`src/rtl/pipe_ctrl_pkg.sv`:
```
// Shared hold-level encodings, bus widths and constants for the RV32I pipeline control slice.
package pipe_ctrl_pkg;

  localparam int HoldFlagBusW = 3;
  localparam int InstAddrBusW = 32;

  typedef logic [HoldFlagBusW-1:0] Hold_Flag_Bus;
  typedef logic [InstAddrBusW-1:0] InstAddrBus;

  localparam Hold_Flag_Bus Hold_None = 3'd0;
  localparam Hold_Flag_Bus Hold_Pc   = 3'd1;
  localparam Hold_Flag_Bus Hold_If   = 3'd2;
  localparam Hold_Flag_Bus Hold_Id   = 3'd3;

  localparam InstAddrBus ZeroWord = 32'h0000_0000;

endpackage

```
`src/rtl/pipe_ctrl_flush_cnt.sv`:
```
// Post-redirect fetch-flush counter: loads FLUSH_DEPTH on a redirect, then counts down to 0 and saturates.
module pipe_ctrl_flush_cnt #(
  parameter int unsigned FLUSH_DEPTH = 1
) (
  input  logic clk,
  input  logic rst,
  input  logic load_i,
  output logic busy_o
);

  localparam logic [2:0] DepthC = 3'(FLUSH_DEPTH);

  logic [2:0] cnt_q;
  logic [2:0] cnt_d;

  always_comb begin
    cnt_d = cnt_q;
    if (load_i) begin
      cnt_d = DepthC;
    end else if (cnt_q != 3'd0) begin
      cnt_d = cnt_q - 3'd1;
    end else begin
      cnt_d = 3'd0;
    end
  end

  always_ff @(posedge clk) begin
    if (!rst) begin
      cnt_q <= 3'd0;
    end else begin
      cnt_q <= cnt_d;
    end
  end

  assign busy_o = (cnt_q != 3'd0);

endmodule

```
`src/rtl/pipe_ctrl.sv`:
```
// Pipeline control: stall arbitration, redirect merge, fetch flush and JTAG halt/drain.
// Define PIPE_CTRL_JTAG_HALT_EN to enable the DRAIN/HALTED debugger states.
module pipe_ctrl
  import pipe_ctrl_pkg::*;
#(
  parameter int unsigned FLUSH_DEPTH = 1
) (
  input  logic                    clk,
  input  logic                    rst,
  input  logic                    jump_flag_i,
  input  logic [InstAddrBusW-1:0] jump_addr_i,
  input  logic                    int_assert_i,
  input  logic [InstAddrBusW-1:0] int_addr_i,
  input  logic                    hold_flag_ex_i,
  input  logic                    hold_flag_rib_i,
  input  logic                    jtag_halt_flag_i,
  output logic [HoldFlagBusW-1:0] hold_flag_o,
  output logic                    jump_flag_o,
  output logic [InstAddrBusW-1:0] jump_addr_o,
  output logic                    halted_o
);

  typedef enum logic [1:0] {
    ST_RUN    = 2'd0,
    ST_DRAIN  = 2'd1,
    ST_HALTED = 2'd2
  } state_e;

  state_e state_q;
  state_e state_d;

  logic int_ok_s;
  logic redirect_s;
  logic flush_busy_s;
  logic hold_id_s;

  // CLINT stays pending while halted; only execute jumps get through.
  assign int_ok_s   = int_assert_i && (state_q != ST_HALTED);
  assign redirect_s = rst && (int_ok_s || jump_flag_i);
  assign hold_id_s  = redirect_s || hold_flag_ex_i || (state_q != ST_RUN);

  pipe_ctrl_flush_cnt #(
    .FLUSH_DEPTH(FLUSH_DEPTH)
  ) u_flush_cnt (
    .clk   (clk),
    .rst   (rst),
    .load_i(redirect_s),
    .busy_o(flush_busy_s)
  );

  always_comb begin
    hold_flag_o = Hold_None;
    if (!rst || hold_id_s) begin
      hold_flag_o = Hold_Id;
    end else if (flush_busy_s) begin
      hold_flag_o = Hold_If;
    end else if (hold_flag_rib_i) begin
      hold_flag_o = Hold_Pc;
    end else begin
      hold_flag_o = Hold_None;
    end
  end

  always_comb begin
    jump_addr_o = ZeroWord;
    if (!rst) begin
      jump_addr_o = ZeroWord;
    end else if (int_ok_s) begin
      jump_addr_o = int_addr_i;
    end else if (jump_flag_i) begin
      jump_addr_o = jump_addr_i;
    end else begin
      jump_addr_o = ZeroWord;
    end
  end

  assign jump_flag_o = redirect_s;

`ifdef PIPE_CTRL_JTAG_HALT_EN
  logic quiescent_s;
  assign quiescent_s = !redirect_s && !hold_flag_ex_i && !hold_flag_rib_i && !flush_busy_s;

  always_comb begin
    state_d = state_q;
    case (state_q)
      ST_RUN: begin
        if (jtag_halt_flag_i) begin
          state_d = ST_DRAIN;
        end else begin
          state_d = ST_RUN;
        end
      end
      ST_DRAIN: begin
        if (!jtag_halt_flag_i) begin
          state_d = ST_RUN;
        end else if (quiescent_s) begin
          state_d = ST_HALTED;
        end else begin
          state_d = ST_DRAIN;
        end
      end
      ST_HALTED: begin
        if (!jtag_halt_flag_i) begin
          state_d = ST_RUN;
        end else begin
          state_d = ST_HALTED;
        end
      end
      default: state_d = ST_RUN;
    endcase
  end

  assign halted_o = rst && (state_q == ST_HALTED);
`else
  logic jtag_unused_s;
  assign jtag_unused_s = jtag_halt_flag_i;
  assign state_d       = ST_RUN;
  assign halted_o      = 1'b0;
`endif

  always_ff @(posedge clk) begin
    if (!rst) begin
      state_q <= ST_RUN;
    end else begin
      state_q <= state_d;
    end
  end

endmodule

```
`config.mk`:
```
export PLATFORM = sky130hd
export DESIGN_NAME = pipe_ctrl
export DESIGN_NICKNAME = d
export VERILOG_FILES = /design/src/rtl/pipe_ctrl_pkg.sv /design/src/rtl/pipe_ctrl_flush_cnt.sv /design/src/rtl/pipe_ctrl.sv
export SDC_FILE = /design/constraint.sdc
export NUM_CORES = 1
export LEC_CHECK = 0
export BUFFER_PORTS_ARGS = -buffer_cell sky130_fd_sc_hd__buf_2
export CAP_MARGIN = 20
export CELL_PAD_IN_SITES_DETAIL_PLACEMENT = 1
export CELL_PAD_IN_SITES_GLOBAL_PLACEMENT = 1
export CORE_MARGIN = 3
export CORE_UTILIZATION = 18
export DETAILED_ROUTE_END_ITERATION = 10
export GPL_TIMING_DRIVEN = 0
export PLACE_DENSITY = 0.94
export SLEW_MARGIN = 30
export SYNTH_ARGS = -nofsm -noshare
export SYNTH_HDL_FRONTEND = slang
export SYNTH_SLANG_ARGS = --single-unit
```
`constraint.sdc`:
```
create_clock -name clk -period 2 [get_ports clk]
set_input_delay 0 -clock clk [delete_from_list [all_inputs] [get_ports clk]]
set_output_delay 0 -clock clk [all_outputs]
set_load 0.02 [all_outputs]
```
==> results of run 1 <==
[routing by layer]
layer / global-route usage (%) / wire [um]
met5: 0 / 0
met4: 5.109 / 21
met3: 2.755 / 398
met2: 24.31 / 1662
met1: 12.74 / 1241
[worst paths after layout]
check / start / to / slack [ps] / cells past startpoint
setup / recovery: u_flush_cnt.cnt_q[0] / hold_flag_o[0] / 610 / 6
hold / removal: jump_flag_i / u_flush_cnt.cnt_q[0] / 120 / 2
setup reg to reg: u_flush_cnt.cnt_q[0] / u_flush_cnt.cnt_q[0] / 690 / 5
hold reg to reg: u_flush_cnt.cnt_q[2] / u_flush_cnt.cnt_q[2] / 550 / 2
[cells in the final DEF, fill, tap and decap left out, drive strengths merged]
master and instances:
nor3 1, clkbuf 7, nor2 4, and2 1, mux2i 1, dfxtp 3
o21ai 1, o31a 1, conb 2, a22oi 31, or3b 1, inv 2
nor2b 33, nand2 5, buf 112, ha 2, o21a 1
[area by class of cell]
class / count / area (um^2) / share of cell area [%]
Buffer: 12 / 75.07 / 5.634
Clock buffer: 4 / 45.04 / 3.380
Inverter: 2 / 7.507 / 0.5634
Multi-Input combinational cell: 84 / 569.3 / 42.72
Sequential cell: 3 / 60.06 / 4.507
Tap cell: 48 / 60.06 / 4.507
Timing Repair Buffer: 103 / 515.5 / 38.69
[kinds of logic (layout without fill, tap and decap cells)]
kind of cell | after synthesis | in the layout | synth area share [%]
and+or+nand+nor | 45 | 45 | 38.52
muxes | 1 | 1 | 1.413
DFF | 3 | 3 | 8.481
adders and majority gates | 2 | 2 | 3.533
AOI/OAI and AO/OA | 34 | 34 | 35.87
other | 1 | 2 | 0.5295
buffers and inverters | 14 | 121 | 11.66
[worst register-to-register path, cell delays in order, from the launching register on]
cell and delay [ps]:
dfxtp_1 300, inv_1 80, ha_1 160, nor2b_1 310, nor2_1 70, o31a_1 260
[where the power goes]
| group | total [mW] | internal, mW | leakage, nW | switching (mW) |
|---|---|---|---|---|
| sequential | 0.0640 | 0.0627 | 0.0246 | 0.00124 |
| clock | 0.175 | 0.136 | 0.0228 | 0.0395 |
| combinational | 0.282 | 0.132 | 0.674 | 0.150 |
| total | 0.521 | 0.331 | 0.721 | 0.190 |
==> run metrics, run 1 <==
CTS resizes 0; synth unique cells 21; Place WS 714.4 ps; CTS H-tree depth 1; RSZ-0062 raised after global routing no; register name with the most flops u_flush_cnt.cnt_q; Yosys reg bits 3; GRT Total Usage 12.54%; crit-path max FO 4; initial antenna violation count 0; vias in the first global route around 1100; final slew viol count 0; num rows 22; synth cell count leaders nor2b_1, a22oi_1, buf_4, nand2_1; cell count after synthesis 100; Async SR Flop Fraction 0%; Worst path most repeated cell nand2_1; Area Overhead vs Synth 88.16%; first-pass GRT wire length between 4 and 5 mm; fin area between 1000 and 1500 um^2; DIE HEIGHT 68.73 um; crit path kind reg2out; Fin. Hold Viols 0; global route total overflow 0; cell with the most instances after synthesis nor2b_1; final hold slack 115.4 ps; full die area 4723 um^2; Post-synth EDFFs 0; I/O Pins approximately 110; routed wire length 3.324 mm; slowest stage delay, CP approximately 310 ps; Worst setup SP type flip-flop; Crit path arrival time 1390 ps; root buffer cell clkbuf_8; Leak Pwr 0.7212 nW; Skew-Pair Late Insertion Delay 210 ps; Clock Skews roughly 1.0 ps; DRC viols 0; Slowest cell on crit path nor2b_1; Post-DP HPWL ~2.8 mm; Final Critical Period 1390 ps; Synth top area share 32.86%; largest registers u_flush_cnt.cnt_q (3); Crit. End Element output port; max reg flops 3; ANT cells 0; top post-synthesis cells by area a22oi_1, nor2b_1, dfxtp_1; worst path cell trace inv_1 -> ha_1 -> nor2b_1 -> nand2_1 -> nand2_1 -> buf_2; Initial Utilization 19.06%; final std cells w/o fill 256; Seq/Total Area, Yosys under 10%; outcome completed; routability congestion estimate a little under 0.7; First-pass DRT Iterations 3; Max VDD drop between 100 and 150 uV; maximum clock frequency between 0.7 and 0.8 GHz; placed insts about 250; Die X between 60 and 70 um; largest net degree at the start of global routing 11; average size of a mapped cell about 7.1 um^2; # Post-CTS Setup Buffers 0; area leader, netlist a22oi_1; WL/cell roughly 13 um; CTS Buffer Depth 2; post-route ant nets 0; DRT iter0 DRCs 26; Setup TNS 0 ps; clock buffer count from CTS 3; CTS clk-pin slew, worst paths 30 ps; WP buf/inv 2; TritonCTS sink count 3; count of warnings emitted by yosys 0; via count around 1200; Final WS setup ~600 ps; Tot Pwr around 0.52 mW; fillers a little under 500; Core Util, Final between 30% and 40%; fraction of layout cells with a size suffix above 1 a little under three fifths; CTS tree yes; worst hold path type in2reg; fin nets between 200 and 300; Required @ worst endpoint 2000 ps; Final Cycle Share approximately 70%; Post-Syn Area 708.2 um^2; Crit path max-delay family simple AND/OR/NAND/NOR gates; Placed Area around 1300 um^2; core area 3716 um^2; commonest register cell after synthesis dfxtp_1; total of max-cap violations 0; setup violators final 0; pwr dens slightly below 400 nW/um^2; port buffer count 103; DR vias/cell between 4 and 5; hold_buf cts 0
No activity file was read; power rests on OpenSTA's default activity.
==> run 2: changes to the inputs <==
--- a/config.mk
+++ b/config.mk
@@ -5,15 +5,16 @@
 export SDC_FILE = /design/constraint.sdc
 export NUM_CORES = 1
 export LEC_CHECK = 0
+export ABC_AREA = 1
 export BUFFER_PORTS_ARGS = -buffer_cell sky130_fd_sc_hd__buf_2
 export CAP_MARGIN = 20
 export CELL_PAD_IN_SITES_DETAIL_PLACEMENT = 1
 export CELL_PAD_IN_SITES_GLOBAL_PLACEMENT = 1
 export CORE_MARGIN = 3
-export CORE_UTILIZATION = 18
+export CORE_UTILIZATION = 21
 export DETAILED_ROUTE_END_ITERATION = 10
 export GPL_TIMING_DRIVEN = 0
-export PLACE_DENSITY = 0.94
+export PLACE_DENSITY = 0.85
 export SLEW_MARGIN = 30
 export SYNTH_ARGS = -nofsm -noshare
 export SYNTH_HDL_FRONTEND = slang
==> constraint.sdc (replaced) <==
create_clock -name clk -period 1.14 [get_ports clk]
set_input_delay 0 -clock clk [delete_from_list [all_inputs] [get_ports clk]]
set_output_delay 0 -clock clk [all_outputs]
set_load 0.02 [all_outputs]
==> run 2 against run 1 <==
  * Utilization rose by 1.1 points
  * Non-clock buffer count rose by 5
  * Global-route usage rose by 0.79 points
  * Count of clock-buffer cells in the layout did not move
  * Synthesized cell count rose by 42%
  * Synthesized area rose by 57%
  * Sequential power rose by 78%
  * Final area rose by 36%
  * Register-to-register slack got worse by 540 ps
  * Largest power group unchanged
==> run metrics, run 2 <==
outcome completed; clock buffer count from CTS 3; CTS Buffer Depth 2; synth cell count leaders nand2_1, a21oi_2, nand3_2; cell count after synthesis roughly 140; clock share of power 28.3%; vias in the first global route between 1000 and 1500; count of warnings emitted by yosys 0; largest net degree at the start of global routing 11; slowest stage delay, CP 300 ps; worst hold path type in2reg; DIE HEIGHT just under 80 um; Int Pwr around 0.65 mW; Hold Path Cell Cnt 3; synth unique cells 17; global route total overflow 0; worst r2r path cells 7; average size of a mapped cell a little under 8 um^2; port buffer count 102; final hold slack 56.18 ps; Clock Skews about 3.8 ps; Setup TNS 0 ps; CTS H-tree depth 1; CP Depth 7; Worst setup SP type flip-flop; Required @ worst endpoint 1140 ps; crit path kind reg2out; commonest non-fill, non-tap cell in the layout buf_2; Crit path max-delay family flip-flops; Skew-Pair Late Insertion Delay 220 ps; routed wire length about 4.3 mm; I/O Pins approximately 110; Max VDD drop 609.4 uV; pwr dens 604.6 nW/um^2; via count around 1400; First-pass DRT Iterations 4; full die area about 6200 um^2; Post-DP HPWL about 3.4 mm; Area Overhead vs Synth 63.10%; Final Critical Period 1096 ps; Leak Pwr between 0.8 and 0.9 nW; Slowest cell on crit path dfxtp_2; RSZ-0062 raised after global routing yes; commonest non-fill, non-tap cells in the layout buf_2, nand2_1, nand3_2, a21oi_2, buf_6; worst path cell trace inv_2 -> ha_4 -> inv_2 -> nor2_4 -> nand2_1 -> nand3_2 -> buf_6; sequential power share roughly a tenth; Worst path most repeated cell inv_2; Final WS setup 44.16 ps; DRT iter0 DRCs 11; Crit path arrival time approximately 1100 ps; TritonCTS sink count 3; Seq/Total Area, Yosys about 5.4%; area leader, netlist nand3_2; CTS tree yes; WL/cell between 10 and 15 um; WP buf/inv 3; post-route ant nets 0; routability congestion estimate approximately 0.67; CTS clk-pin slew, worst paths around 30 ps; hold_buf cts 0; crit-path max FO 2; fraction of layout cells with a size suffix above 1 around 80%; top post-synthesis cells by area nand3_2, a21oi_2, nand2_1; Place WS about 140 ps; Async SR Flop Fraction 0%; setup violators final 0; placed insts about 310; first-pass GRT wire length about 6.7 mm; initial antenna violation count 0; total of max-cap violations 0; fin area 1814 um^2; cell with the most instances after synthesis nand2_1; largest registers u_flush_cnt.cnt_q (3); Synth top area share a little over a quarter; DR vias/cell approximately 4.4; Tot Pwr ~1.1 mW; Post-synth EDFFs 0; commonest register cell after synthesis dfxtp_1; root buffer cell clkbuf_8; fin nets about 330; final slew viol count 0; ANT cells 0; Yosys reg bits 3; Core Util, Final a little under two fifths; max reg flops 3; Net Sw Frac a little over 40%; core area 4911 um^2; Die X around 79 um; DRC viols 0; Final Cycle Share a little over nine tenths; final std cells w/o fill about 320; num rows 25; Placed Area approximately 1700 um^2; register name with the most flops u_flush_cnt.cnt_q; Post-Syn Area 1112 um^2; P_sw 0.4513 mW; Crit. End Element output port; Logic pwr share 61.3%; Fin. Hold Viols 0; Initial Utilization ~23%; maximum clock frequency about 0.91 GHz; GRT Total Usage 13.33%
## run 2: final timing paths
kind	slack (ps)	endpoint	start
max	40	hold_flag_o[0]	u_flush_cnt.cnt_q[1]
min reg2reg	570	u_flush_cnt.cnt_q[1]	u_flush_cnt.cnt_q[0]
min	60	u_flush_cnt.cnt_q[0]	rst
max reg2reg	150	u_flush_cnt.cnt_q[2]	u_flush_cnt.cnt_q[0]
## run 2: what timing repair did
item                       CTS  global route
gates resized for setup      7             7
pin swaps                    1             0
setup buffers                0             2
setup endpoints to repair    2             2
## run 2: cell families after synthesis
logic type      Yosys count  share of synthesized area (%)
compound gates           32                          24.86
fa+ha+maj                 2                          2.249
buf+inv                  24                          21.93
flops                     3                          5.400
other cells               1                         0.3371
simple gates             80                          45.22
## run 2: final cells by class
type	instances	area [um^2]
multi-input cells	116	842.1
repair buffers	104	538.0
inverters	8	37.54
well taps	67	83.83
plain buffers	16	206.4
flip-flops and latches	3	61.31
fillers	644	3097
clock buffers	4	45.04
## run 2: power groups by stage
stage / Clock [mW] / Sequential, mW / Combinational [mW]
finish: 0.310 / 0.114 / 0.672
floorplan: 0 / 0.114 / 0.412
CTS: 0.322 / 0.114 / 0.666
detailed placement: 0 / 0.114 / 0.656
global route: 0.339 / 0.115 / 0.734
global placement: 0 / 0.114 / 0.638
## run 2: tightest hold or removal path: stages
cell and delay, ps:
buf_2 100, nand3_1 70, nand2_1 60
## run 2: per-layer routing
| layer | share of wire [%] | global-route usage, % | vias to the layer above | wire length, um |
|---|---|---|---|---|
| li1 | - | - | 692 | - |
| met1 | 36 | 14.32 | 635 | 1554 |
| met2 | 57 | 26.66 | 53 | 2457 |
| met3 | 5.8 | 1.587 | 6 | 252 |
| met4 | 1.5 | 4.021 | 0 | 65 |
| met5 | 0 | 0 | - | 0 |
